===== src/rtl/serial_in_buffer_if.sv =====
// Serial link receive-side bundle: ser_c/ser_d in, decoded frame and status out.
// The DUT takes the slave modport; whoever drives the wire takes master.
interface serial_in_buffer_if #(
   parameter int A_WIDTH = 7,
   parameter int D_WIDTH = 8
);
   logic               ser_c;
   logic               ser_d;
   logic [A_WIDTH-1:0] addr_out;
   logic [D_WIDTH-1:0] data_out;
   logic               valid;
   logic               frame_err;
   logic               busy;
   logic [2:0]         dbg_state;

   modport master (
      output ser_c, ser_d,
      input  addr_out, data_out, valid, frame_err, busy, dbg_state
   );

   modport slave (
      input  ser_c, ser_d,
      output addr_out, data_out, valid, frame_err, busy, dbg_state
   );
endinterface


===== src/rtl/serial_in_buffer.sv =====
// Deserialises one start/addr/sep/data/sep/stop frame from ser_c/ser_d.
// Define SERIN_SYNC_EN to add 2-flop synchronisers for an asynchronous transmitter.
module serial_in_buffer #(
   parameter int A_WIDTH = 7,
   parameter int D_WIDTH = 8,
   parameter int TIMEOUT = 64
) (
   input  logic              clk,
   input  logic              reset_n,
   serial_in_buffer_if.slave bus
);
   // Outputs: valid and frame_err are one-cycle pulses, never high together;
   // addr_out/data_out change only together with a valid pulse.
   typedef enum logic [2:0] {
      S_IDLE = 3'd0,
      S_ADDR = 3'd1,
      S_SEP1 = 3'd2,
      S_DATA = 3'd3,
      S_SEP2 = 3'd4,
      S_STOP = 3'd5
   } state_t;

   localparam int MAXW = (A_WIDTH > D_WIDTH) ? A_WIDTH : D_WIDTH;
   localparam int CW   = $clog2(MAXW + 1);
   localparam int TW   = (TIMEOUT > 2) ? $clog2(TIMEOUT) : 1;
   localparam logic [CW-1:0] A_LAST  = CW'(A_WIDTH - 1);
   localparam logic [CW-1:0] D_LAST  = CW'(D_WIDTH - 1);
   localparam logic [TW-1:0] TO_LAST = TW'(TIMEOUT - 1);

   logic               w_ser_c_in;
   logic               w_ser_d_in;
   logic               r_ser_c_r;
   logic               r_ser_c_rr;
   logic               r_ser_d_r;
   logic               w_edge;
   logic               w_bit;
   logic               w_timeout;

   state_t             r_state;
   state_t             w_state_nxt;
   logic [CW-1:0]      r_bit_cnt;
   logic [TW-1:0]      r_to_cnt;
   logic [A_WIDTH-1:0] r_a_sh;
   logic [D_WIDTH-1:0] r_d_sh;
   logic [A_WIDTH-1:0] r_addr;
   logic [D_WIDTH-1:0] r_data;
   logic               r_valid;
   logic               r_frame_err;
   logic               r_busy;

   logic               w_valid_nxt;
   logic               w_ferr_nxt;
   logic               w_shift_a;
   logic               w_shift_d;

`ifdef SERIN_SYNC_EN
   logic [1:0] r_sync_c;
   logic [1:0] r_sync_d;

   always_ff @(posedge clk or negedge reset_n) begin
      if (!reset_n) begin
         r_sync_c <= '0;
         r_sync_d <= '0;
      end else begin
         r_sync_c <= {r_sync_c[0], bus.ser_c};
         r_sync_d <= {r_sync_d[0], bus.ser_d};
      end
   end

   assign w_ser_c_in = r_sync_c[1];
   assign w_ser_d_in = r_sync_d[1];
`else
   assign w_ser_c_in = bus.ser_c;
   assign w_ser_d_in = bus.ser_d;
`endif

   always_ff @(posedge clk or negedge reset_n) begin
      if (!reset_n) begin
         r_ser_c_r  <= 1'b0;
         r_ser_c_rr <= 1'b0;
         r_ser_d_r  <= 1'b0;
      end else begin
         r_ser_c_r  <= w_ser_c_in;
         r_ser_c_rr <= r_ser_c_r;
         r_ser_d_r  <= w_ser_d_in;
      end
   end

   assign w_edge = r_ser_c_r & ~r_ser_c_rr;
   assign w_bit  = r_ser_d_r;
   // A real edge in the same cycle beats the timeout.
   assign w_timeout = ~w_edge && (r_state != S_IDLE) && (r_to_cnt == TO_LAST);

   always_ff @(posedge clk or negedge reset_n) begin
      if (!reset_n) r_state <= S_IDLE;
      else          r_state <= w_state_nxt;
   end

   always_comb begin
      w_state_nxt = r_state;
      if (w_edge) begin
         case (r_state)
            S_IDLE:  if (!w_bit) w_state_nxt = S_ADDR;
            S_ADDR:  if (r_bit_cnt == A_LAST) w_state_nxt = S_SEP1;
            S_SEP1:  w_state_nxt = S_DATA;
            S_DATA:  if (r_bit_cnt == D_LAST) w_state_nxt = S_SEP2;
            S_SEP2:  w_state_nxt = S_STOP;
            S_STOP:  w_state_nxt = S_IDLE;
            default: w_state_nxt = S_IDLE;
         endcase
      end else if (w_timeout) begin
         w_state_nxt = S_IDLE;
      end
   end

   always_comb begin
      w_valid_nxt = 1'b0;
      w_ferr_nxt  = w_timeout;
      w_shift_a   = 1'b0;
      w_shift_d   = 1'b0;
      if (w_edge) begin
         w_valid_nxt = (r_state == S_STOP) && !w_bit;
         w_ferr_nxt  = w_bit && ((r_state == S_IDLE) || (r_state == S_STOP));
         w_shift_a   = (r_state == S_ADDR);
         w_shift_d   = (r_state == S_DATA);
      end
   end

   always_ff @(posedge clk or negedge reset_n) begin
      if (!reset_n) begin
         r_bit_cnt   <= '0;
         r_to_cnt    <= '0;
         r_a_sh      <= '0;
         r_d_sh      <= '0;
         r_addr      <= '0;
         r_data      <= '0;
         r_valid     <= 1'b0;
         r_frame_err <= 1'b0;
         r_busy      <= 1'b0;
      end else begin
         r_valid     <= w_valid_nxt;
         r_frame_err <= w_ferr_nxt;
         r_busy      <= (w_state_nxt != S_IDLE);

         if (w_edge || (w_state_nxt == S_IDLE)) r_to_cnt <= '0;
         else                                   r_to_cnt <= r_to_cnt + 1'b1;

         // bit_cnt runs only while staying inside a field, so it enters each field at 0.
         if (w_timeout) begin
            r_bit_cnt <= '0;
         end else if (w_edge) begin
            if ((w_shift_a && w_state_nxt == S_ADDR) || (w_shift_d && w_state_nxt == S_DATA))
               r_bit_cnt <= r_bit_cnt + 1'b1;
            else
               r_bit_cnt <= '0;
         end

         if (w_timeout) begin
            r_a_sh <= '0;
            r_d_sh <= '0;
         end else begin
            if (w_shift_a) r_a_sh <= {r_a_sh[A_WIDTH-2:0], w_bit};
            if (w_shift_d) r_d_sh <= {r_d_sh[D_WIDTH-2:0], w_bit};
         end

         if (w_valid_nxt) begin
            r_addr <= r_a_sh;
            r_data <= r_d_sh;
         end
      end
   end

   assign bus.addr_out  = r_addr;
   assign bus.data_out  = r_data;
   assign bus.valid     = r_valid;
   assign bus.frame_err = r_frame_err;
   assign bus.busy      = r_busy;
   assign bus.dbg_state = r_state;
endmodule


===== src/flat_wrapper.sv =====
// flat-port wrapper written by rule: the top's interface ports become plain ports
module serial_in_buffer_flat 
#(
   parameter int A_WIDTH = 7,
   parameter int D_WIDTH = 8,
   parameter int TIMEOUT = 64
)
  (clk, reset_n, bus_ser_c, bus_ser_d, bus_addr_out, bus_data_out, bus_valid, bus_frame_err, bus_busy, bus_dbg_state);
  serial_in_buffer_if #(.A_WIDTH(A_WIDTH), .D_WIDTH(D_WIDTH)) bus_i ();
  input  logic clk;
  input  logic reset_n;
  input wire logic [$bits(bus_i.ser_c)-1:0] bus_ser_c;
  input wire logic [$bits(bus_i.ser_d)-1:0] bus_ser_d;
  output wire logic [$bits(bus_i.addr_out)-1:0] bus_addr_out;
  output wire logic [$bits(bus_i.data_out)-1:0] bus_data_out;
  output wire logic [$bits(bus_i.valid)-1:0] bus_valid;
  output wire logic [$bits(bus_i.frame_err)-1:0] bus_frame_err;
  output wire logic [$bits(bus_i.busy)-1:0] bus_busy;
  output wire logic [$bits(bus_i.dbg_state)-1:0] bus_dbg_state;
  assign bus_i.ser_c = bus_ser_c;
  assign bus_i.ser_d = bus_ser_d;
  assign bus_addr_out = bus_i.addr_out;
  assign bus_data_out = bus_i.data_out;
  assign bus_valid = bus_i.valid;
  assign bus_frame_err = bus_i.frame_err;
  assign bus_busy = bus_i.busy;
  assign bus_dbg_state = bus_i.dbg_state;
  serial_in_buffer #(.A_WIDTH(A_WIDTH), .D_WIDTH(D_WIDTH), .TIMEOUT(TIMEOUT)) u_core (.clk(clk), .reset_n(reset_n), .bus(bus_i));
endmodule

===== config.mk =====
export PLATFORM = sky130hd
export DESIGN_NAME = serial_in_buffer_flat
export DESIGN_NICKNAME = d
export VERILOG_FILES = /design/src/rtl/serial_in_buffer_if.sv /design/src/rtl/serial_in_buffer.sv /design/src/flat_wrapper.sv
export SDC_FILE = /design/constraint.sdc
export NUM_CORES = 1
export LEC_CHECK = 0
export CAP_MARGIN = 40
export CELL_PAD_IN_SITES_DETAIL_PLACEMENT = 1
export CELL_PAD_IN_SITES_GLOBAL_PLACEMENT = 2
export CORE_ASPECT_RATIO = 0.75
export CORE_MARGIN = 2
export CORE_UTILIZATION = 34
export CTS_CLUSTER_DIAMETER = 50
export CTS_CLUSTER_SIZE = 8
export DETAILED_ROUTE_END_ITERATION = 10
export PLACE_DENSITY = 0.82
export SLEW_MARGIN = 30
export SYNTH_ARGS = -nofsm -noshare
export SYNTH_HDL_FRONTEND = slang
export SYNTH_SLANG_ARGS = --single-unit

===== constraint.sdc =====
create_clock -name clk -period 1.6 [get_ports clk]
set_input_delay 0.48 -clock clk [delete_from_list [all_inputs] [get_ports clk]]
set_output_delay 0.48 -clock clk [all_outputs]
set_load 0.02 [all_outputs]

**Yosys cells after proc, flatten, opt, wreduce, memory -nomap -nowiden**

Cells that the tools add are included.

- Input port bits: 4
- Register bits after elaboration: 49
- Output and inout bits: 21
- RAM bits: 0
- Bits in read-only memories: 0
- Memories kept: 0
- Bits in latches: 0

- Bitwise operators: 3
- Shift operators: 0
- Mux-type cells: 18
- Reduce and logical (&&, ||, !) cells: 17
- Equality and inequality tests: 10
- Div/mod/pow operators: 0
- Add/subtract/negate cells: 2
- $lt $le $gt $ge: 0
- $mul: 0

Operators with widths:

| operator | count |
|---|---|
| two-way mux 8 bit | 2 |
| two-way mux 3 bit | 5 |
| one-hot mux 3 bit (5 select lines) | 1 |
| two-way mux 7 bit | 2 |
| two-way mux 4 bit | 3 |
| == test 3 x 2 -> 1 bit, second input constant | 3 |
| == test 4 x 3 -> 1 bit, second input constant | 2 |
| adder 6 x 1 -> 6 bit, second input constant | 1 |
| == test 3 x 1 -> 1 bit, second input constant | 2 |
| == test 3 bit, second input constant | 2 |
| == test 6 bit, second input constant | 1 |
| logical AND 1 bit | 6 |
| zero test 3 bit | 2 |
| two-way mux 6 bit | 1 |
| nonzero test 2 bit | 3 |
| nonzero test 3 bit | 2 |
| adder 4 x 1 -> 4 bit, second input constant | 1 |
| two-way mux 1 bit | 4 |
| logical OR 1 bit | 3 |
| inverter 1 bit | 2 |
| AND 1 bit | 1 |
| zero test 1 bit | 1 |

**Logic depth before layout (Yosys ltp)**

- Word-level depth: 13
- Mapped depth: 7

**Worst setup path before layout**

No wires, ideal clock.

- Kind: register to register
- Start point: reg u_core.r_bit_cnt[0]
- End point: reg u_core.r_bit_cnt[2]
- Period minus slack after synthesis: 1.669 ns
- Data required time: 1.522 ns
- Path buffers: 0
- Arrival: 1.591 ns
- Path slack: -0.069 ns
- Stages on the path, launching flop included: 7
- Cell sequence: dfrtp_1 inv_1 ha_1 mux2_4 a2111o_1 o21ai_1 o2bb2ai_1

- Word-level cells in the longest chain between the ends: 10
- Elaborated cells on any way between the ends: 15

RTL lines:

| what | line | RTL |
|---|---|---|
| start: declaration | serial_in_buffer.sv:41 | `logic [CW-1:0] r_bit_cnt;` |
| start signal: assignment | serial_in_buffer.sv:153 | `r_bit_cnt <= r_bit_cnt + 1'b1;` |
| == test 4 x 3 -> 1 bit, on equally long branches | serial_in_buffer.sv:106, serial_in_buffer.sv:104 |  |
| two-way mux 3 bit, on equally long branches | serial_in_buffer.sv:106, serial_in_buffer.sv:104 |  |
| one-hot mux 3 bit (5 select lines) | serial_in_buffer.sv:102 | `case (r_state)` |
| two-way mux 3 bit | serial_in_buffer.sv:101 | `if (w_edge) begin` |
| == test 3 x 1 -> 1 bit or == test 3 x 2 -> 1 bit (tied branches) | serial_in_buffer.sv:152 | `if ((w_shift_a && w_state_nxt == S_ADDR) \|\| (w_shift_d && w_state_nxt == S_DATA))` |
| logical AND 1 bit | serial_in_buffer.sv:152 |  |
| logical OR 1 bit | serial_in_buffer.sv:152 |  |
| two-way mux 4 bit * | serial_in_buffer.sv:152 |  |
| two-way mux 4 bit * | serial_in_buffer.sv:151 | `end else if (w_edge) begin` |
| two-way mux 4 bit * | serial_in_buffer.sv:149 | `if (w_timeout) begin` |

Mark *: on every way between the ends. The rest lies on a longest branch, timed or not. The select of a mux whose other input is x is not followed.
A chain may end at the register's enable or synchronous reset.

**Final worst setup path**

- Start point: reg u_core.r_bit_cnt[1]
- End point: reg u_core.r_to_cnt[3]

- Word-level cells in the longest chain between the ends: 7
- Elaborated cells on any way between the ends: 9

RTL lines:

| what | line | RTL |
|---|---|---|
| == test 4 x 3 -> 1 bit, on equally long branches | serial_in_buffer.sv:106, serial_in_buffer.sv:104 |  |
| two-way mux 3 bit, on equally long branches | serial_in_buffer.sv:106, serial_in_buffer.sv:104 |  |
| one-hot mux 3 bit (5 select lines) * | serial_in_buffer.sv:102 |  |
| two-way mux 3 bit * | serial_in_buffer.sv:101 |  |
| zero test 3 bit * | serial_in_buffer.sv:145 | `if (w_edge \|\| (w_state_nxt == S_IDLE)) r_to_cnt <= '0;` |
| logical OR 1 bit * | serial_in_buffer.sv:145 |  |
| two-way mux 6 bit * | serial_in_buffer.sv:145 |  |
| end signal: assignment | serial_in_buffer.sv:146 | `else r_to_cnt <= r_to_cnt + 1'b1;` |
| end: declaration | serial_in_buffer.sv:42 | `logic [TW-1:0] r_to_cnt;` |

Mark *: on every way between the ends. The rest lies on a longest branch, timed or not.

==> impl_metrics.py <==
metrics = {
    "sta": {
        "drv_slew": 0,
        "worst_slack_ns": -0.1651,
        "slew_headroom": 0.7215,
        "tightest_slew_ns": 0.4177,
        "finalCriticalPeriod_ns": 1.765,
        "hold_slack_ns": 0.06412,
        "finClkSkew_ns": 0.003925,
        "finalHoldViolations": 0,
        "tns_ns": -0.7523,
        "fmax_mhz": 566.5,
        "setup_viol": 8,
        "rsz0062_at_grt": "yes",
        "timing.final.crit_share": 1.103,
    },
    "synthesis": {
        "yosys-top-cells-count": "dfrtp_1, nand2_1, nand3_1, nor2_1, mux2_4",
        "synthDominantCellAreaShare": 0.5411,
        "synth_edf_count": 0,
        "synth_async_sr_flop_share": 1.000,
        "synth_cells": 185,
        "ys_types": 45,
        "ys_warn_count": 0,
        "ys_seq_elements": 49,
        "synthFlopType": "dfrtp_1",
        "seq_area_frac_synth": 0.5411,
        "syn_area_per_cell_um2": 12.25,
        "synth_top_cell_by_area": "dfrtp_1",
        "yosysMostFrequentCell": "dfrtp_1",
        "synth_area_um2": 2266,
        "synth_nets": 192,
        "synth.area.top_cells": "dfrtp_1, mux2_4, mux2i_1",
    },
    "global_routing": {
        "grt_max_degree": 29,
        "antenna_found_initial": 0,
        "overflow": 0,
        "grt_pass1_wl_um": 9114,
        "grt_pass1_vias": 1739,
        "grt_usage": 0.1566,
    },
    "critical_path": {
        "rr_startpoint": "u_core.r_bit_cnt[1]",
        "crit_required_ns": 1.81,
        "critical_path.slowest_cell": "dfrtp_1",
        "ff2ff_setup_slack_ns": -0.17,
        "critPathKind": "flip-flop to flip-flop",
        "r2r_end": "u_core.r_to_cnt[3]",
        "worst-path-buf-inv": 0,
        "crit_family": "compound AO/OA/AOI/OAI gates",
        "path_cells": "ha_2, mux2_4, a2111oi_4, a21oi_4, a311oi_2",
        "start_kind": "flip-flop",
        "path_max_fanout": 4,
        "max_stage_delay_ns": 0.44,
        "critPathArrivalTime_ns": 1.98,
        "r2r.worst_path.cells": 5,
        "crit_path_end_kind": "flip-flop",
    },
    "outcome": {
        "run_status": "finished with violations",
        "violations": "negative setup slack",
    },
    "pwr": {
        "power_leakage_nw": 1.634,
        "total_power_w": 0.002744,
        "p_per_area_nw_per_um2": 846.7,
        "ir_drop_mv": 0.3734,
    },
    "cts": {
        "htree_levels": 2,
        "clock_latency_ns": 0.30,
        "cts_sinks": 49,
        "clk_pin_slew_ns": 0.10,
        "numCtsBuffers": 5,
        "cts_buffer_depth": 2,
        "cts_root_buf": "clkbuf_8",
        "cts_tree": "built",
    },
    "layout": {
        "layout.nets": 254,
        "drive_above_1_share": 0.4637,
        "antenna-diode-count": 0,
        "finalNonFillerCells": 329,
        "syn2layout_area_growth_pct": 43.02,
    },
    "route": {
        "drcViolationCount": 0,
        "vias_per_cell": 5.161,
        "wirelength_um": 6043,
        "drt-pass1-iter-count": 4,
        "drt-wirelength-per-cell_um": 18.37,
        "vias": 1698,
        "ant_nets": 0,
        "drt_iter0_markers": 66,
    },
    "placed_design": {
        "hpwl_um": 3799,
        "gp_congestion": 0.7020,
        "placement.io_buffers": 24,
        "dp.cells": 310,
    },
    "floorplanning": {
        "fp.dieW_um": 98.27,
        "initial_core_util": 0.3551,
        "die_h_um": 74.70,
        "fp-row-count": 25,
        "ioPinCount": 25,
        "dieArea_um2": 7340,
        "fp.coreArea_um2": 6381,
    },
    "worst_hold_path": {
        "hold_class": "primary input to async pin",
    },
    "job": {
        "cap_violations": 0,
    },
}
==> sequential cells by signal, summed over array words and instances (netlist names) <==
signal and flops:
u_core.r_ser_c_r 1, u_core.bus.dbg_state 3, u_core.r_a_sh 7, u_core.bus.frame_err 1
u_core.bus.busy 1, u_core.bus.valid 1, u_core.r_bit_cnt 4, u_core.r_d_sh 8
u_core.bus.addr_out 7, u_core.r_ser_d_r 1, u_core.r_ser_c_rr 1, u_core.bus.data_out 8
u_core.r_to_cnt 6
==> worst max-delay path by stage <==
stage,start,endpoint,slack [ns],depth (start not counted)
floorplan,u_core.bus.dbg_state[0],u_core.r_bit_cnt[2],-0.03,5
CTS,u_core.r_bit_cnt[1],u_core.r_bit_cnt[2],-0.18,5
finish,u_core.r_bit_cnt[1],u_core.r_to_cnt[3],-0.17,5
global placement,u_core.r_to_cnt[1],u_core.r_to_cnt[5],-0.07,6
global route,u_core.r_bit_cnt[1],u_core.r_bit_cnt[2],-0.25,5
detailed placement,u_core.r_bit_cnt[0],u_core.r_bit_cnt[2],-0.15,6
==> worst reg2reg max path: stages, from the launching register on <==
cell,delay (ns)
dfrtp_1,0.44
ha_2,0.21
mux2_4,0.28
a2111oi_4,0.42
a21oi_4,0.08
a311oi_2,0.25
==> per-layer routing <==
metal	part of all wire	wire length, um	vias to the layer above	GRT usage
met1	0.48	2910	883	0.2245
met3	0.026	160	4	0.03250
li1	-	-	786	-
met4	0.0070	42	0	0.03196
met5	0	0	-	0
met2	0.48	2930	25	0.2511
==> metrics by stage <==
stage,cell area [um^2],setup WS [ns],utilization
floorplan,2326,-0.03477,-
global placement,2851,-0.07214,0.4469
detailed placement,2851,-0.1535,0.4469
CTS,3008,-0.1760,0.4714
global route,3241,-0.2487,0.5078
finish,3241,-0.1651,0.5078
==> report_power, final <==
group | switching [W] | internal (W) | total (W)
clock | 0.000438 | 0.000311 | 0.000749
sequential | 0.0000967 | 0.00134 | 0.00143
combinational | 0.000281 | 0.000280 | 0.000561
total | 0.000815 | 0.00193 | 0.00274
==> kinds of logic after synthesis <==
| family | after synthesis | synth area share |
|---|---|---|
| adder cells (fa/ha/maj) | 3 | 0.01657 |
| AND/OR/NAND/NOR | 55 | 0.1441 |
| multiplexers | 25 | 0.1358 |
| AO/OA/AOI/OAI | 31 | 0.1055 |
| XOR/XNOR | 4 | 0.01546 |
| buffers and inverters | 18 | 0.04141 |
| flip-flops | 49 | 0.5411 |
==> final cells by class <==
type                       count  area [um^2]
tap                           81        101.3
fill                         690         3141
clock inverter                 3        21.27
inverter                       8        30.03
clock buffer                   5        68.82
sequential                    49         1230
multi-input combinational    118         1184
timing repair buffer          65        605.6
==> timing repair <==
action / 4_1_cts / 5_1_grt
pin swaps: 10 / 10
cloned: 0 / 1
setup buffers: 1 / 10
gates resized for setup: 40 / 36
setup endpoints to repair: 41 / 45
hold buffers: 0 / 0
==> cell usage in the layout (no fill, tap or decap), types with 2 or more instances in the layout <==
cell,n
mux2_2,6
clkdlybuf4s50_1,2
mux2_4,10
a21oi_2,7
xnor2_1,3
nor3b_2,2
a21o_1,2
nor3_4,2
buf_6,7
clkbuf_8,5
nand3_4,2
buf_4,29
inv_1,6
ha_2,2
dfrtp_1,46
nand2_1,11
nand2b_1,2
dfrtp_2,3
a211oi_2,3
o21ai_1,2
and3_1,2
inv_2,2
nor2_2,2
buf_2,2
a31oi_2,2
nand3_1,9
nor2_1,8
buf_12,5
dlygate4sd2_1,18
mux2i_1,8
Note: power is estimated with default switching activity, not from simulation.
